===== src/rtl/spd_ctrl.sv =====
// spd_ctrl: sequencer for the survivor path decoder (spd) of the Viterbi decoder.
// Admits ACS decision beats, clears and fills the survivor chain, and pairs each
// post-fill shift with one decoded output bit. It appends DEPTH zero-decision tail
// shifts per frame, so an N-decision frame yields exactly N output bits.
// Optional feature macro: SPD_CTRL_ERR_EN adds the sticky seq_err protocol flag.
module spd_ctrl #(
   parameter int DEPTH = 15,
   parameter int CW    = $clog2(DEPTH + 1)
) (
   input  logic clk,
   input  logic reset,
   input  logic dec_valid,
   output logic dec_ready,
   input  logic frame_start,
   input  logic frame_last,
   output logic spd_en,
   output logic spd_clr,
   output logic flush_sel,
   input  logic spd_in,
   output logic out_bit,
   output logic out_valid,
   input  logic out_ready,
   output logic out_last,
   output logic busy
`ifdef SPD_CTRL_ERR_EN
   ,
   output logic seq_err
`endif
);

   typedef enum logic [1:0] {
      S_IDLE,
      S_FILL,
      S_RUN,
      S_FLUSH
   } state_t;

   localparam logic [CW-1:0] DEPTH_C  = CW'(DEPTH);
   localparam logic [CW-1:0] DEPTH_M1 = CW'(DEPTH - 1);
   localparam logic [CW-1:0] ONE_C    = CW'(1);

   state_t        state, state_nxt;
   logic [CW-1:0] fill_cnt, fill_nxt;
   logic [CW-1:0] flush_cnt, flush_nxt;
   logic          filled;
   logic          start_req;

   // The chain holds DEPTH decisions once fill_cnt saturates; every shift from
   // then on pushes one decoded bit out of the far end.
   assign filled = (fill_cnt == DEPTH_C);

   // Qualified by reset so the chain is held cleared and never advances while
   // reset is asserted, even if a frame start is presented.
   assign start_req = reset & dec_valid & frame_start;

   assign busy    = (state != S_IDLE);
   assign out_bit = spd_in;

   // Next-state, counter update and handshake/control decode.
   always_comb begin
      // NOTE: every output of this block gets a default first, so no path leaves
      // a signal unassigned and no latch is inferred.
      state_nxt = state;
      fill_nxt  = fill_cnt;
      flush_nxt = flush_cnt;
      dec_ready = 1'b0;
      spd_en    = 1'b0;
      spd_clr   = 1'b0;
      flush_sel = 1'b0;
      out_valid = 1'b0;
      out_last  = 1'b0;

      case (state)
         S_IDLE: begin
            // Beats without frame_start are accepted and dropped.
            dec_ready = 1'b1;
            spd_clr   = ~start_req;
            if (start_req) begin
               spd_en    = 1'b1;
               fill_nxt  = ONE_C;
               flush_nxt = '0;
               state_nxt = frame_last ? S_FLUSH : S_FILL;
            end
         end

         S_FILL: begin
            dec_ready = 1'b1;
            spd_en    = dec_valid;
            if (dec_valid) begin
               fill_nxt = fill_cnt + ONE_C;
               if (frame_last)
                  state_nxt = S_FLUSH;
               else if (fill_cnt == DEPTH_M1)
                  state_nxt = S_RUN;
            end
         end

         S_RUN: begin
            // Input and output handshake as one: a decision enters only when
            // the bit it pushes out is taken, so nothing is duplicated or lost.
            out_valid = dec_valid;
            dec_ready = out_ready;
            spd_en    = dec_valid & out_ready;
            if (dec_valid && out_ready && frame_last)
               state_nxt = S_FLUSH;
         end

         S_FLUSH: begin
            // Short frames still need fill shifts before the chain emits; those
            // free-run, while emitting shifts wait for the consumer.
            flush_sel = 1'b1;
            out_valid = filled;
            spd_en    = filled ? out_ready : 1'b1;
            out_last  = filled && (flush_cnt == DEPTH_M1);
            if (spd_en) begin
               if (flush_cnt == DEPTH_M1) begin
                  state_nxt = S_IDLE;
                  fill_nxt  = '0;
                  flush_nxt = '0;
               end else begin
                  flush_nxt = flush_cnt + ONE_C;
                  if (!filled)
                     fill_nxt = fill_cnt + ONE_C;
               end
            end
         end

         default: state_nxt = S_IDLE;
      endcase
   end

   // State and counter registers.
   always_ff @(posedge clk or negedge reset) begin
      // NOTE: sequential state uses non-blocking assignments so every register
      // samples the pre-edge values regardless of evaluation order.
      if (!reset) begin
         state     <= S_IDLE;
         fill_cnt  <= '0;
         flush_cnt <= '0;
      end else begin
         state     <= state_nxt;
         fill_cnt  <= fill_nxt;
         flush_cnt <= flush_nxt;
      end
   end

`ifdef SPD_CTRL_ERR_EN
   logic err_evt;

   // Protocol violations: frame_start on an accepted beat inside a frame, or
   // frame_last on an accepted beat that does not open a frame.
   assign err_evt = dec_valid & dec_ready &
                    (( frame_start & (state != S_IDLE)) |
                     ( frame_last & ~frame_start & (state == S_IDLE)));

   // Sticky error flag, cleared only by reset.
   always_ff @(posedge clk or negedge reset) begin
      if (!reset)
         seq_err <= 1'b0;
      else if (err_evt)
         seq_err <= 1'b1;
   end
`endif

endmodule


===== config.mk =====
export PLATFORM = sky130hd
export DESIGN_NAME = spd_ctrl
export DESIGN_NICKNAME = d
export VERILOG_FILES = /design/src/rtl/spd_ctrl.sv
export SDC_FILE = /design/constraint.sdc
export NUM_CORES = 1
export LEC_CHECK = 0
export CORE_MARGIN = 5
export CORE_UTILIZATION = 47
export DETAILED_ROUTE_END_ITERATION = 8
export GPL_TIMING_DRIVEN = 0
export PLACE_DENSITY = 0.72
export SYNTH_ARGS = -nofsm -noshare
export SYNTH_HDL_FRONTEND = slang
export SYNTH_SLANG_ARGS = --single-unit

===== constraint.sdc =====
create_clock -name clk -period 2.6 [get_ports clk]
set_input_delay 0.52 -clock clk [delete_from_list [all_inputs] [get_ports clk]]
set_output_delay 0.52 -clock clk [all_outputs]
set_load 0.02 [all_outputs]

==> flow_summary.json <==
{
  "outcome": "finished, final reports clean",
  "tightest_slew_ps": 475.5,
  "drt-total-wl_um": 1770,
  "place.gp.congestion": 0.7798,
  "synth.distinct_cells": 36,
  "grt_usage": 0.1502,
  "netlist.area_leader.share": 0.2915,
  "finalHoldViolCount": 0,
  "setup_viol": 0,
  "core_sq_um": 1727,
  "dieWidth_um": 52.74,
  "synth_edf_count": 0,
  "p_per_area_nw_per_um2": 1217,
  "vias": 728,
  "syn_area_sq_um": 858.3,
  "cts.path.max_buffers": 2,
  "diodes": 0,
  "avgSynthCellArea_sq_um": 9.432,
  "portBuffers": 13,
  "overflow": 0,
  "crit_path_start_kind": "input pin",
  "drt-vias-per-instance": 5.393,
  "grt_pass1_wl_um": 3063,
  "initial_core_util": 0.4971,
  "cts_hold_buffers": 0,
  "yosysSeqAreaShare": 0.2915,
  "antenna_found_initial": 0,
  "place_worst_setup_slack_ps": -306.2,
  "cts_tree": "yes",
  "clk_pin_slew_ps": 70,
  "rows": 15,
  "cts_root_buffer": "clkbuf_4",
  "grt_pass1_vias": 702,
  "num_io_pins": 15,
  "clock_latency_ps": 270,
  "rsz0062_at_grt": "no",
  "dp_hpwl_um": 1395,
  "r2r_setup_slack_ps": 720,
  "setup_slack_ps": 84.37,
  "min_period_ps": 2516,
  "finalNetCount": 127,
  "maxCapViolCount": 0,
  "synth.most_common_cell": "dfrtp_1",
  "numCtsBuffers": 3,
  "required_ps": 2080,
  "worst_ep_arrival_time_ps": 2000,
  "cts_sinks": 10,
  "drt-initial-drc-count": 5,
  "p_total_mw": 1.309,
  "peakVddDrop_v": 0.0005913,
  "ys_ff_latch": 10,
  "drive_gt1_frac": 0.2455,
  "clock_skew_ps": 4.194,
  "min_path_type": "in -> async",
  "relSlewSlack": 0.6748,
  "grt_max_degree": 13,
  "dr.pass1.iters": 4,
  "syn-num-nets": 107,
  "synth_area_leader_cell": "dfrtp_1",
  "fmax_mhz": 397.5,
  "netlist_instances": 91,
  "power.leakage_nw": 0.4960,
  "worst-setup-path-type": "in -> out",
  "fill_cells": 167,
  "synth_ff_type": "dfrtp_1",
  "drtAntennaViolNets": 0,
  "finalCritPeriodShare": 0.9675,
  "synthArstFlopShare": 1.000,
  "die_y_um": 52.74,
  "area_delta_synth_final_pct": 25.36,
  "ys.warnings.count": 0,
  "worstSetupEndpointType": "output port",
  "netlist_top_cells_area": "dfrtp_1 (29%), ha_1 (13%), nand2_1 (3.9%)",
  "slew_viol_final": 0,
  "post_drt_wl_per_cell_um": 13.11,
  "drc": 0,
  "synth_common_cells": "dfrtp_1 (10), ha_1 (9), nand2_1 (9), inv_1 (8), nand3_1 (6)",
  "htree_levels": 1,
  "die-area_sq_um": 2781,
  "crit_fanout": 6
}
## timing repair
item                                    in CTS  in global routing
setup buffers                                0                  2
gates cloned                                 0                  0
resized for setup                            3                  9
endpoints found under the setup margin       2                  3
## registers in the layout, summed over array words and instances, names as in the netlist
register	count
flush_cnt	4
state	2
fill_cnt	4
## critical path: stages
cell,delay [ps]
clkdlybuf4s50_1,580
nand3_2,140
and2_2,220
clkdlybuf4s50_1,530
## final timing paths
| path | from | to | cells after the start |
|---|---|---|---|
| hold reg to reg | flush_cnt[0]$_DFFE_PN0P_ | flush_cnt[0]$_DFFE_PN0P_ | 1 |
| max in group asynchronous | reset | state[1]$_DFFE_PN0P_ | 1 |
| setup / recovery | dec_valid | spd_clr | 4 |
| min in group clk | flush_cnt[0]$_DFFE_PN0P_ | flush_cnt[0]$_DFFE_PN0P_ | 1 |
| setup reg to reg | state[0]$_DFFE_PN0P_ | flush_cnt[3]$_DFFE_PN0P_ | 6 |
| hold / removal | reset | flush_cnt[0]$_DFFE_PN0P_ | 1 |
## area by class of cell
cell class	instances	area, sq um	area share
clock buffers	4	36.28	0.03372
flip-flops and latches	10	250.2	0.2326
repair buffers	15	136.4	0.1267
multi-input cells	70	573.1	0.5326
plain buffers	2	15.01	0.01395
inverters	9	33.78	0.03140
well taps	25	31.28	0.02907
## routing by layer
layer,vias up,wire length (um),GRT usage
li1,376,-,-
met5,-,0,0
met2,17,785,0.2355
met4,0,34,0.07660
met3,4,57,0.01709
met1,331,892,0.2003
## power by group
group	total [mW]	internal [mW]	switching, mW	leakage [nW]
clock	0.140	0.0850	0.0547	0.0210
sequential	0.299	0.226	0.0728	0.126
combinational	0.871	0.411	0.459	0.349
## logic make-up after synthesis
family	after synthesis	share of synthesized area
AOI/OAI and AO/OA	23	0.2201
muxes	4	0.05831
buffers and inverters	11	0.05684
DFF	10	0.2915
and+or+nand+nor	34	0.2420
adders and majority gates	9	0.1312
## cells in the final DEF, fill, tap and decap left out, types with 3 or more instances in the layout
cell              n
buf_4             4
clkbuf_4          3
clkdlybuf4s50_1   9
dfrtp_1          10
ha_1              6
ha_2              3
inv_1             8
nand2_1           9
nand3_1           6
o21ai_1           3
## stage by stage
step	TNS, ps	hold slack, ps	std cells	instance area [sq um]	utilization
after floorplan	0	224.4	91	858.3	-
after global placement	-523.2	523.3	129	1020	0.5906
after detailed placement	-529.2	527.3	129	1020	0.5906
after CTS	0	331.7	133	1052	0.6094
after global routing	0	125.7	135	1076	0.6232
final	0	121.9	135	1076	0.6232
(Power assumes the default switching activity.)
